`config.mk`:
```
export PLATFORM = sky130hd
export DESIGN_NAME = iter_alu_flat
export DESIGN_NICKNAME = d
export VERILOG_FILES = /design/src/rtl/iter_alu_if.sv /design/src/rtl/iter_alu.sv /design/src/flat_wrapper.sv
export SDC_FILE = /design/constraint.sdc
export NUM_CORES = 1
export LEC_CHECK = 0
export BUFFER_PORTS_ARGS = -buffer_cell sky130_fd_sc_hd__buf_2
export CAP_MARGIN = 25
export CORE_MARGIN = 8
export CORE_UTILIZATION = 55
export CTS_CLUSTER_DIAMETER = 200
export DETAILED_ROUTE_END_ITERATION = 12
export GPL_TIMING_DRIVEN = 1
export PLACE_DENSITY = 0.78
export SKIP_CTS_REPAIR_TIMING = 1
export SYNTH_ARGS = -nofsm -noshare
export SYNTH_HDL_FRONTEND = slang
export SYNTH_SLANG_ARGS = --single-unit
```
`constraint.sdc`:
```
create_clock -name clk -period 2.88 [get_ports clk]
set_input_delay 0 -clock clk [delete_from_list [all_inputs] [get_ports clk]]
set_output_delay 0 -clock clk [all_outputs]
set_load 0.005 [all_outputs]
```
`src/rtl/iter_alu_if.sv`:
```
// Operand/result bundle for the multicycle execute unit.
// The control FSM drives the master side; iter_alu implements the slave side.
interface iter_alu_if #(
  parameter int unsigned WIDTH = 32
);
  logic             start;
  logic [3:0]       alu_control;
  logic [WIDTH-1:0] a;
  logic [WIDTH-1:0] b;
  logic             busy;
  logic             done;
  logic [WIDTH-1:0] result;
  logic             zero;
  logic             illegal;

  modport master (
    output start, alu_control, a, b,
    input  busy, done, result, zero, illegal
  );

  modport slave (
    input  start, alu_control, a, b,
    output busy, done, result, zero, illegal
  );
endinterface

```
`src/rtl/iter_alu.sv`:
```
// Multicycle execute unit: single-cycle logic/arith/compare ops,
// one-bit-per-cycle serial shifter for sll/srl/sra.
module iter_alu #(
  parameter int unsigned WIDTH = 32
) (
  input logic        clk,
  input logic        rst_n,
  iter_alu_if.slave  bus
);
  localparam int unsigned SW = $clog2(WIDTH);

  localparam logic [3:0] OpAdd  = 4'b0000;
  localparam logic [3:0] OpSub  = 4'b0001;
  localparam logic [3:0] OpAnd  = 4'b0010;
  localparam logic [3:0] OpOr   = 4'b0011;
  localparam logic [3:0] OpSra  = 4'b0100;
  localparam logic [3:0] OpSlt  = 4'b0101;
  localparam logic [3:0] OpSrl  = 4'b0110;
  localparam logic [3:0] OpSll  = 4'b0111;
  localparam logic [3:0] OpSltu = 4'b1000;
  localparam logic [3:0] OpXor  = 4'b1001;

  typedef enum logic {StIdle, StShift} state_e;

  state_e           state_q, state_d;
  logic [WIDTH-1:0] acc_q, acc_d;
  logic [SW-1:0]    cnt_q, cnt_d;
  logic [3:0]       op_q, op_d;
  logic [WIDTH-1:0] result_q, result_d;
  logic             zero_q, zero_d;
  logic             illegal_q, illegal_d;
  logic             done_q, done_d;

  logic [WIDTH-1:0] alu_out;
  logic [WIDTH-1:0] acc_shifted;
  logic [SW-1:0]    shamt;
  logic             is_shift;
  logic             legal;

  assign shamt = bus.b[SW-1:0];

  // Single-cycle datapath; a shift with n = 0 passes a through unchanged.
  always_comb begin
    alu_out  = '0;
    legal    = 1'b1;
    is_shift = 1'b0;
    case (bus.alu_control)
      OpAdd:  alu_out = bus.a + bus.b;
      OpSub:  alu_out = bus.a - bus.b;
      OpAnd:  alu_out = bus.a & bus.b;
      OpOr:   alu_out = bus.a | bus.b;
      OpXor:  alu_out = bus.a ^ bus.b;
      OpSlt:  alu_out = {{(WIDTH-1){1'b0}}, ($signed(bus.a) < $signed(bus.b))};
      OpSltu: alu_out = {{(WIDTH-1){1'b0}}, (bus.a < bus.b)};
      OpSra, OpSrl, OpSll: begin
        is_shift = 1'b1;
        alu_out  = bus.a;
      end
      default: legal = 1'b0;
    endcase
  end

  always_comb begin
    case (op_q)
      OpSra:   acc_shifted = {acc_q[WIDTH-1], acc_q[WIDTH-1:1]};
      OpSrl:   acc_shifted = {1'b0, acc_q[WIDTH-1:1]};
      default: acc_shifted = {acc_q[WIDTH-2:0], 1'b0};
    endcase
  end

  always_comb begin
    state_d   = state_q;
    acc_d     = acc_q;
    cnt_d     = cnt_q;
    op_d      = op_q;
    result_d  = result_q;
    zero_d    = zero_q;
    illegal_d = illegal_q;
    done_d    = 1'b0;
    unique case (state_q)
      StIdle: begin
        if (bus.start) begin
          if (is_shift && (shamt != '0)) begin
            acc_d   = bus.a;
            cnt_d   = shamt;
            op_d    = bus.alu_control;
            state_d = StShift;
          end else begin
            result_d  = alu_out;
            zero_d    = (alu_out == '0);
            illegal_d = ~legal;
            done_d    = 1'b1;
          end
        end
      end
      StShift: begin
        acc_d = acc_shifted;
        cnt_d = cnt_q - SW'(1);
        // Last step: the freshly shifted value is the result.
        if (cnt_q == SW'(1)) begin
          result_d  = acc_shifted;
          zero_d    = (acc_shifted == '0);
          illegal_d = 1'b0;
          done_d    = 1'b1;
          state_d   = StIdle;
        end
      end
    endcase
  end

  always_ff @(posedge clk or negedge rst_n) begin
    if (!rst_n) begin
      state_q   <= StIdle;
      acc_q     <= '0;
      cnt_q     <= '0;
      op_q      <= '0;
      result_q  <= '0;
      zero_q    <= 1'b1;
      illegal_q <= 1'b0;
      done_q    <= 1'b0;
    end else begin
      state_q   <= state_d;
      acc_q     <= acc_d;
      cnt_q     <= cnt_d;
      op_q      <= op_d;
      result_q  <= result_d;
      zero_q    <= zero_d;
      illegal_q <= illegal_d;
      done_q    <= done_d;
    end
  end

  assign bus.busy    = (state_q == StShift);
  assign bus.done    = done_q;
  assign bus.result  = result_q;
  assign bus.zero    = zero_q;
  assign bus.illegal = illegal_q;

endmodule

```
`src/flat_wrapper.sv`:
```
// flat-port wrapper written by rule: the top's interface ports become plain ports
module iter_alu_flat 
#(
  parameter int unsigned WIDTH = 32
)
  (clk, rst_n, bus_start, bus_alu_control, bus_a, bus_b, bus_busy, bus_done, bus_result, bus_zero, bus_illegal);
  iter_alu_if #(.WIDTH(WIDTH)) bus_i ();
  input logic clk;
  input logic rst_n;
  input wire logic [$bits(bus_i.start)-1:0] bus_start;
  input wire logic [$bits(bus_i.alu_control)-1:0] bus_alu_control;
  input wire logic [$bits(bus_i.a)-1:0] bus_a;
  input wire logic [$bits(bus_i.b)-1:0] bus_b;
  output wire logic [$bits(bus_i.busy)-1:0] bus_busy;
  output wire logic [$bits(bus_i.done)-1:0] bus_done;
  output wire logic [$bits(bus_i.result)-1:0] bus_result;
  output wire logic [$bits(bus_i.zero)-1:0] bus_zero;
  output wire logic [$bits(bus_i.illegal)-1:0] bus_illegal;
  assign bus_i.start = bus_start;
  assign bus_i.alu_control = bus_alu_control;
  assign bus_i.a = bus_a;
  assign bus_i.b = bus_b;
  assign bus_busy = bus_i.busy;
  assign bus_done = bus_i.done;
  assign bus_result = bus_i.result;
  assign bus_zero = bus_i.zero;
  assign bus_illegal = bus_i.illegal;
  iter_alu #(.WIDTH(WIDTH)) u_core (.clk(clk), .rst_n(rst_n), .bus(bus_i));
endmodule
```
==> flow_metrics.env, run 1 <==
export IMPL_ff2ff_path_depth=13
export IMPL_initial_core_util=0.555
export IMPL_avgSynthCellArea_um2=7.09
export IMPL_drive_gt1_frac=0.360
export IMPL_numCtsBuffers=9
export IMPL_cts_tree="yes"
export IMPL_ios=107
export IMPL_slew_headroom=0.541
export IMPL_grt_max_degree=78
export IMPL_tightest_slew_ns=0.688
export IMPL_vias=12800
export IMPL_ys_ff_latch=77
export IMPL_max_clock_freq_ghz=0.277
export IMPL_skew_ns=0.00479
export IMPL_crit_buf_inv=3
export IMPL_rr_endpoint="u_core.bus.zero$_DFFE_PN1P_"
export IMPL_die_area_um2=22600
export IMPL_clk_path_buf_depth=2
export IMPL_design_area_um2=14500
export IMPL_r2r_start="u_core.cnt_q[1]$_DFFE_PN0P_"
export IMPL_cp_required_ns=3.14
export IMPL_synthCells=1397
export IMPL_instances_no_fill=2083
export IMPL_insertion_delay_ns=0.34
export IMPL_yosys_area_top_type="dfrtp_1"
export IMPL_placed_cells=2052
export IMPL_path_class="in -> reg"
export IMPL_clock_root_buffer="clkbuf_16"
export IMPL_drtAntennaViolNets=0
export IMPL_powerDensity_nw_per_um2=563
export IMPL_ys_types=91
export IMPL_finalCriticalPeriod_ns=3.61
export IMPL_gp_congestion=1.06
export IMPL_startpoint_type="input pin"
export IMPL_whs_endpoint="u_core.acc_q[0]$_DFFE_PN0P_"
export IMPL_antenna_found_initial=0
export IMPL_crit_top_cell="or4_4"
export IMPL_grt_pass1_vias=12500
export IMPL_p_leak_nw=7.16
export IMPL_cp_end_kind="register"
export IMPL_dieWidth_um=150
export IMPL_holdCritStartpoint="bus_a[0]"
export IMPL_synthArstFlopShare=1.00
export IMPL_hold_depth=4
export IMPL_htreeDepth=3
export IMPL_wl_per_cell_um=20.5
export IMPL_power_mw=8.16
export IMPL_grt_pass1_wl_um=63800
export IMPL_cpPeakStageDelay_ns=0.58
export IMPL_synth_area_um2=9900
export IMPL_dp_slack_ns=-1.33
export IMPL_ys_warnings_count=0
export IMPL_grt_overflow_total=0
export IMPL_setup_ws_ns=-0.731
export IMPL_ys_seq_area_frac=0.195
export IMPL_ys_flop_type="dfrtp_1"
export IMPL_core_um2=17800
export IMPL_die_height_um=150
export IMPL_vdd_drop_max_mv=1.29
export IMPL_maxCapViolations=0
export IMPL_outcome="finished with violations"
export IMPL_holdWs_ns=-0.00986
export IMPL_cp_slowest_cell="or4_4"
export IMPL_hpwl_um=33100
export IMPL_r2r_slack_ns=-0.52
export IMPL_rsz0062_at_grt="true"
export IMPL_avgViaCountPerCell=6.16
export IMPL_clock_sinks=77
export IMPL_row_count=49
export IMPL_yosysTopAreaCellShare=0.192
export IMPL_crit_fanout=3
export IMPL_yosys_cell_count_top_type="nor2_1"
export IMPL_wl_um=42600
export IMPL_crit_family="simple AND/OR/NAND/NOR gates"
export IMPL_drt_pass1_iterations=8
export IMPL_crit_arrival_ns=3.87
export IMPL_synth_nets=1585
export IMPL_synth_edf_count=0
export IMPL_setup_viol=4
export IMPL_cp_cell_sequence="buf_8 -> inv_4 -> ha_4 -> fa_2 -> o21ba_4 -> or4_4 -> a21oi_4 -> o21ai_2 -> buf_4 -> a22oi_2 -> a31oi_2 -> o21bai_1 -> a41oi_1 -> or4_4 -> or4_4 -> o31ai_4"
export IMPL_yosys_top_cells_count="nor2_1, nand2_1, a21oi_1, ha_1, inv_1"
export IMPL_syn2layout_area_growth_pct=46.5
export IMPL_slew_violations=0
export IMPL_drc=0
export IMPL_hold_viol=1
export IMPL_fin_crit_sh=1.25
export IMPL_violations="negative hold slack, negative setup slack"
export IMPL_grt_usage=0.358
export IMPL_ys_top_cells_by_area="dfrtp_1, ha_1, a21oi_1"
export IMPL_portBuffers=106
export IMPL_hold_path_class="in -> reg"
export IMPL_nets=2038
export IMPL_drt_initial_drc_count=1437
export IMPL_cts_clk_slew_worst_paths_ns=0.06
export IMPL_diodes=0
export IMPL_place_area_um2=13500
==> where the power goes <==
part | switching, mW | internal [mW] | total (mW) | leakage [nW]
Sequential | 0.508 | 1.64 | 2.15 | 0.887
Combinational | 2.76 | 2.17 | 4.93 | 6.13
Clock | 0.437 | 0.649 | 1.09 | 0.139
Total | 3.70 | 4.46 | 8.16 | 7.16
==> cell usage in the layout (no fill, tap or decap), drive strengths merged, types with 15 or more instances in the layout <==
cell | Yosys | layout
a211oi | 21 | 21
a21boi | 30 | 30
a21o | 24 | 24
a21oi | 148 | 148
buf | 32 | 535
dfrtp | 76 | 76
ha | 115 | 115
inv | 103 | 103
nand2 | 163 | 163
nand2b | 16 | 16
nand3 | 50 | 50
nor2 | 163 | 163
nor3 | 23 | 23
o211ai | 15 | 15
o21ai | 101 | 101
o31ai | 16 | 16
==> worst max-delay path by stage <==
stage / cells after the start / startpoint / endpoint
after detailed placement: 15 / bus_b[6] / u_core.bus.zero$_DFFE_PN1P_
after global placement: 15 / bus_b[6] / u_core.bus.zero$_DFFE_PN1P_
after floorplan: 15 / bus_a[0] / u_core.bus.zero$_DFFE_PN1P_
after CTS: 15 / bus_b[6] / u_core.bus.zero$_DFFE_PN1P_
final: 16 / bus_a[0] / u_core.bus.zero$_DFFE_PN1P_
after global routing: 20 / bus_b[5] / u_core.bus.zero$_DFFE_PN1P_
==> metal layers <==
metal / track usage / share of wire
met1: 0.410 / 0.37
met2: 0.601 / 0.47
met4: 0.248 / 0.080
met5: 0 / 0
met3: 0.0610 / 0.088
==> kinds of logic (layout without fill, tap and decap cells) <==
logic type	count (synthesis)	count (layout)	share of synthesized area
buffers and inverters	198	655	0.0801
AOI/OAI and AO/OA	481	481	0.324
muxes	8	8	0.00846
xor gates and xnor gates	7	7	0.00619
and+or+nand+nor	509	509	0.237
DFF	77	77	0.195
adders and majority gates	117	117	0.149
==> metrics by stage <==
stage          setup TNS (ns)  hold WS, ns   util
2_1_floorplan          -0.778       -0.296      -
3_3_place_gp            -6.49        0.197  0.756
3_5_place_dp            -7.53        0.201  0.756
4_1_cts                 -3.02       -0.157  0.772
5_1_grt                 -1.80       0.0238  0.813
6_report                -1.21     -0.00986  0.813
==> state kept, by name, summed over array words and instances (netlist names) <==
register            flops
u_core.acc_q           32
u_core.op_q             4
u_core.bus.busy         1
u_core.bus.illegal      1
u_core.bus.done         1
u_core.bus.result      32
u_core.cnt_q            5
u_core.bus.zero         1
==> worst register-to-register path, stage by stage, from the launching register on <==
cell and delay (ns):
dfrtp_1 0.39, inv_1 0.08, ha_1 0.16, nor4b_1 0.26, buf_4 0.17, a22oi_1 0.11, nor3_1 0.21, nor3b_1 0.29
nand4_1 0.21, nor3_4 0.20, nand4b_1 0.12, or4_4 0.49, or4_4 0.44, o31ai_4 0.18
==> area by class of cell <==
class | count | area, um2
Inverter | 104 | 398
Multi-Input combinational cell | 1122 | 7740
Timing Repair Buffer | 536 | 3880
Sequential cell | 77 | 1930
Clock buffer | 14 | 274
Tap cell | 229 | 287
Fill cell | 1251 | 3340
Clock inverter | 1 | 5.00
(Power assumes the default switching activity.)
==> inputs of run 2 (changes only) <==
- CORE_UTILIZATION: 55 -> 51
- PLACE_DENSITY: 0.78 -> 0.74
==> run 2 against run 1 <==
The run ends with negative setup slack left; sequential power shrank 2%; flip-flop and latch count stayed put; design area increased by 0.18%; count of clock-buffer cells in the layout is 5 lower; utilization is 5.9 points lower; worst hold slack better by 0.043 ns; combinational power decreased by 3%; critical endpoint unchanged; largest power group unchanged.
==> flow_metrics.env, run 2 (synthesis gave the netlist of run 1 again) <==
export IMPL_fin_crit_sh=1.32
export IMPL_cts_tree="yes"
export IMPL_powerDensity_nw_per_um2=550
export IMPL_avgViaCountPerCell=5.95
export IMPL_path_class="in -> reg"
export IMPL_numCtsBuffers=9
export IMPL_crit_arrival_ns=4.07
export IMPL_fin_util=0.754
export IMPL_vias=12600
export IMPL_cp_end_kind="register"
export IMPL_slew_violations=0
export IMPL_grt_overflow_total=0
export IMPL_core_um2=19300
export IMPL_tightest_slew_ns=0.797
export IMPL_dieWidth_um=155
export IMPL_crit_fanout=3
export IMPL_multi_input_area_um2=7740
export IMPL_max_clock_freq_ghz=0.262
export IMPL_startpoint_type="input pin"
export IMPL_finalCriticalPeriod_ns=3.81
export IMPL_initial_core_util=0.514
export IMPL_grt_pass1_vias=12000
export IMPL_drc=0
export IMPL_skew_ns=0.00700
export IMPL_portBuffers=106
export IMPL_row_count=51
export IMPL_hpwl_um=31900
export IMPL_drtAntennaViolNets=0
export IMPL_die_area_um2=24100
export IMPL_diodes=0
export IMPL_nets=2031
export IMPL_most_common_layout_cells="buf_4, nand2_1, nor2_1, a21oi_1"
export IMPL_cp_endpoint="u_core.bus.zero$_DFFE_PN1P_"
export IMPL_maxCapViolations=0
export IMPL_holdWs_ns=0.0327
export IMPL_insertion_delay_ns=0.34
export IMPL_highest_layer="met4"
export IMPL_antenna_found_initial=0
export IMPL_ff2ff_path_depth=12
export IMPL_drive_gt1_frac=0.360
export IMPL_clk_path_buf_depth=2
export IMPL_instances_no_fill=2111
export IMPL_wl_um=40400
export IMPL_dp_slack_ns=-1.22
export IMPL_gp_congestion=1.02
export IMPL_r2r_slack_ns=-0.65
export IMPL_outcome="finished with violations"
export IMPL_syn2layout_area_growth_pct=46.7
export IMPL_power_mw=7.99
export IMPL_design_area_um2=14500
export IMPL_hold_path_class="in -> reg"
export IMPL_drt_initial_drc_count=1328
export IMPL_cp_startpoint="bus_a[0]"
export IMPL_cp_required_ns=3.14
export IMPL_violations="negative setup slack"
export IMPL_drt_pass1_iterations=7
export IMPL_grt_usage=0.318
export IMPL_cts_clk_slew_worst_paths_ns=0.06
export IMPL_die_height_um=155
export IMPL_slew_headroom=0.469
export IMPL_grt_pass1_wl_um=61900
export IMPL_fin_tns_setup_ns=-1.66
export IMPL_rr_endpoint="u_core.bus.zero$_DFFE_PN1P_"
export IMPL_grt_max_degree=78
export IMPL_vdd_drop_max_mv=0.732
export IMPL_r2r_start="u_core.cnt_q[1]$_DFFE_PN0P_"
export IMPL_nFillCells=1541
export IMPL_setup_ws_ns=-0.932
export IMPL_met3_length_um=3430
export IMPL_hold_viol=0
export IMPL_clock_sinks=77
export IMPL_htreeDepth=3
export IMPL_setup_viol=5
export IMPL_wl_per_cell_um=19.1
export IMPL_ios=107
export IMPL_clock_root_buffer="clkbuf_16"
export IMPL_wl_met1_um=15400
export IMPL_placed_cells=2081
export IMPL_ff_latch_area_um2=1930
export IMPL_rsz0062_at_grt="true"
export IMPL_wl_met2_um=18500
export IMPL_final_common_cell="buf_4"
export IMPL_p_leak_nw=7.10
export IMPL_place_area_um2=13500
[run 2: layout make-up]
type	count	area share
Clock inverter	5	0.00370
Inverter	104	0.0274
Timing Repair Buffer	529	0.265
Clock buffer	9	0.0155
Multi-Input combinational cell	1122	0.533
Tap cell	265	0.0228
Sequential cell	77	0.133
[run 2: worst min path at each step]
stage / start / to / slack, ns / cells after the start
floorplan: rst_n / u_core.acc_q[0]$_DFFE_PN0P_ / -0.30 / 0
global route: bus_a[0] / u_core.acc_q[0]$_DFFE_PN0P_ / 0.06 / 4
CTS: rst_n / u_core.acc_q[25]$_DFFE_PN0P_ / -0.14 / 1
global placement: rst_n / u_core.acc_q[26]$_DFFE_PN0P_ / 0.21 / 1
detailed placement: rst_n / u_core.acc_q[28]$_DFFE_PN0P_ / 0.21 / 1
finish: bus_a[0] / u_core.acc_q[0]$_DFFE_PN0P_ / 0.03 / 4
[run 2: layer usage]
| metal | GRT usage | up-vias |
|---|---|---|
| met4 | 0.207 | 0 |
| met3 | 0.0466 | 177 |
| li1 | - | 5871 |
| met1 | 0.383 | 5833 |
| met2 | 0.524 | 673 |
| met5 | 0 | - |
[run 2: report_power, final]
group	total (mW)	internal, mW	switching (mW)
clock network	1.09	0.658	0.434
logic	4.80	2.17	2.63
registers	2.10	1.64	0.459
[run 2: critical path: stages]
cell,delay [ns]
buf_8,0.08
inv_4,0.03
ha_4,0.16
fa_2,0.42
o21ba_4,0.25
or4_4,0.53
nand2_4,0.11
a41oi_4,0.12
o21ai_4,0.19
mux2i_1,0.11
a211oi_2,0.27
nand4_1,0.14
or4_4,0.43
or4_4,0.43
or4_4,0.54
o31ai_4,0.25
==> inputs of run 3 (changes only) <==
- MAX_ROUTING_LAYER: default -> met4
- PLACE_DENSITY: 0.74 -> default
- PLACE_DENSITY_LB_ADDON: default -> 0.05
- SKIP_LAST_GASP: default -> 1
==> run 3 against run 2 <==
The run still ends with negative setup slack left; non-clock buffer count grew 11; clock skew shrank 0.0039 ns; critical path depth is the same; count of clock-buffer cells in the layout grew 3; worst hold slack is essentially flat; power shrank 0.50%; via count shrank 1.4%; combinational power is essentially flat; flip-flop and latch count is the same; sequential share of layout area grew 0.12 points; utilization shrank 0.69 points; highest routed layer unchanged.
==> flow_metrics.env, run 3 (synthesis gave the netlist of run 1 again) <==
export IMPL_row_count=51
export IMPL_die_area_um2=24100
export IMPL_max_clock_freq_ghz=0.271
export IMPL_clockPowerShare=0.134
export IMPL_hold_path_class="in -> reg"
export IMPL_cp_cell_sequence="buf_8 -> inv_4 -> ha_4 -> fa_2 -> o21ba_4 -> or4_4 -> nand2_4 -> a41oi_4 -> o21ai_4 -> mux2i_1 -> a211oi_2 -> nand4_1 -> or4_1 -> or4_4 -> or4_4 -> o31ai_4"
export IMPL_gp_congestion=1.01
export IMPL_cpPeakStageDelay_ns=0.53
export IMPL_grt_pass1_wl_um=63100
export IMPL_power_switching_mw=3.54
export IMPL_die_height_um=155
export IMPL_final_common_cell="buf_4"
export IMPL_vdd_drop_max_mv=0.795
export IMPL_clock_root_buffer="clkbuf_16"
export IMPL_most_common_layout_cells="buf_4, nand2_1, nor2_1, a21oi_1, ha_1"
export IMPL_wl_um=40900
export IMPL_slew_violations=0
export IMPL_antenna_found_initial=0
export IMPL_setup_ws_ns=-0.811
export IMPL_vias=12400
export IMPL_tightest_slew_ns=0.713
export IMPL_initial_core_util=0.514
export IMPL_insertion_delay_ns=0.34
export IMPL_drc=0
export IMPL_hold_viol=0
export IMPL_outcome="finished with violations"
export IMPL_diodes=0
export IMPL_setup_viol=9
export IMPL_htreeDepth=3
export IMPL_portBuffers=106
export IMPL_p_leak_nw=7.13
export IMPL_crit_fanout=3
export IMPL_crit_buf_inv=2
export IMPL_cp_required_ns=3.14
export IMPL_hpwl_um=32800
export IMPL_skew_ns=0.00311
export IMPL_syn2layout_area_growth_pct=45.4
export IMPL_drt_initial_drc_count=1119
export IMPL_violations="negative setup slack"
export IMPL_ios=107
export IMPL_grt_usage=0.339
export IMPL_crit_arrival_ns=3.95
export IMPL_numCtsBuffers=9
export IMPL_core_um2=19300
export IMPL_powerDensity_nw_per_um2=552
export IMPL_nets=2042
export IMPL_grt_max_degree=78
export IMPL_wl_per_cell_um=19.3
export IMPL_grt_pass1_vias=12200
export IMPL_cp_end_kind="register"
export IMPL_clock_sinks=77
export IMPL_seq_power_share=0.266
export IMPL_crit_top_cell="or4_4"
export IMPL_cts_tree="yes"
export IMPL_drive_gt1_frac=0.353
export IMPL_instances_no_fill=2124
export IMPL_placed_cells=2095
export IMPL_p_int_mw=4.41
export IMPL_crit_family="simple AND/OR/NAND/NOR gates"
export IMPL_p_sw_frac=0.445
export IMPL_avgViaCountPerCell=5.83
export IMPL_fin_tns_setup_ns=-1.43
export IMPL_maxCapViolations=0
export IMPL_holdWs_ns=0.0331
export IMPL_p_comb_frac=0.601
export IMPL_clk_path_buf_depth=2
export IMPL_drt_pass1_iterations=7
export IMPL_slew_headroom=0.520
export IMPL_fin_crit_sh=1.28
export IMPL_fin_util=0.747
export IMPL_cp_slowest_cell="or4_4"
export IMPL_drtAntennaViolNets=0
export IMPL_startpoint_type="input pin"
export IMPL_path_class="in -> reg"
export IMPL_cts_clk_slew_worst_paths_ns=0.06
export IMPL_grt_overflow_total=0
export IMPL_dieWidth_um=155
export IMPL_finalCriticalPeriod_ns=3.69
export IMPL_rsz0062_at_grt="true"
run 3: metal layers:
layer	GRT usage	routed length (um)
met5	-	0
met4	0.217	2910
met3	0.0408	2740
met2	0.563	19400
met1	0.383	15900
run 3: path summary, 6_finish.rpt:
| kind | start | to | slack [ns] | cells past startpoint |
|---|---|---|---|---|
| setup / recovery | bus_a[0] | u_core.bus.zero$_DFFE_PN1P_ | -0.81 | 16 |
| hold / removal | bus_b[4] | u_core.cnt_q[4]$_DFFE_PN0P_ | 0.03 | 4 |
| setup reg to reg | u_core.cnt_q[1]$_DFFE_PN0P_ | u_core.bus.zero$_DFFE_PN1P_ | -0.51 | 14 |
| hold reg to reg | u_core.bus.result[25]$_DFFE_PN0P_ | u_core.bus.result[25]$_DFFE_PN0P_ | 0.47 | 2 |
| max in group asynchronous | rst_n | u_core.bus.busy$_DFF_PN0_ | 2.25 | 3 |
| min in group asynchronous | rst_n | u_core.acc_q[26]$_DFFE_PN0P_ | 0.04 | 2 |
run 3: cell type report:
| class | instances | area (um2) |
|---|---|---|
| clock buffer | 12 | 256 |
| clock inverter | 4 | 22.5 |
| fill | 1562 | 4870 |
| inverter | 104 | 393 |
| multi-input combinational | 1122 | 7590 |
| sequential | 77 | 1930 |
| tap | 265 | 332 |
| timing repair buffer | 540 | 3880 |
run 3: per-stage QoR:
step | setup slack, ns | power [mW] | cell area [um2]
floorplan | -0.778 | 4.59 | 9920
global placement | -1.33 | 6.44 | 13600
detailed placement | -1.37 | 6.59 | 13600
CTS | -1.02 | 7.68 | 13900
global route | -0.885 | 8.52 | 14400
finish | -0.811 | 7.95 | 14400
run 3: worst reg2reg max path, cell delays in order (launching register included):
cell and delay [ns]:
dfrtp_1 0.37, inv_1 0.08, ha_1 0.15, nor4b_1 0.25
buf_4 0.17, a22oi_1 0.12, nor3_1 0.19, nor3b_1 0.28
nand4_1 0.16, nor3_2 0.14, buf_4 0.14, nand4b_1 0.09
or4_4 0.50, or4_4 0.44, o31ai_4 0.24
run 3: power groups by stage:
| stage | sequential, mW | combinational, mW | clock (mW) |
|---|---|---|---|
| after floorplan | 2.00 | 2.59 | 0 |
| after global placement | 2.06 | 4.38 | 0 |
| after detailed placement | 2.09 | 4.50 | 0 |
| after CTS | 2.07 | 4.55 | 1.06 |
| after global routing | 2.17 | 5.24 | 1.11 |
| final | 2.11 | 4.78 | 1.06 |
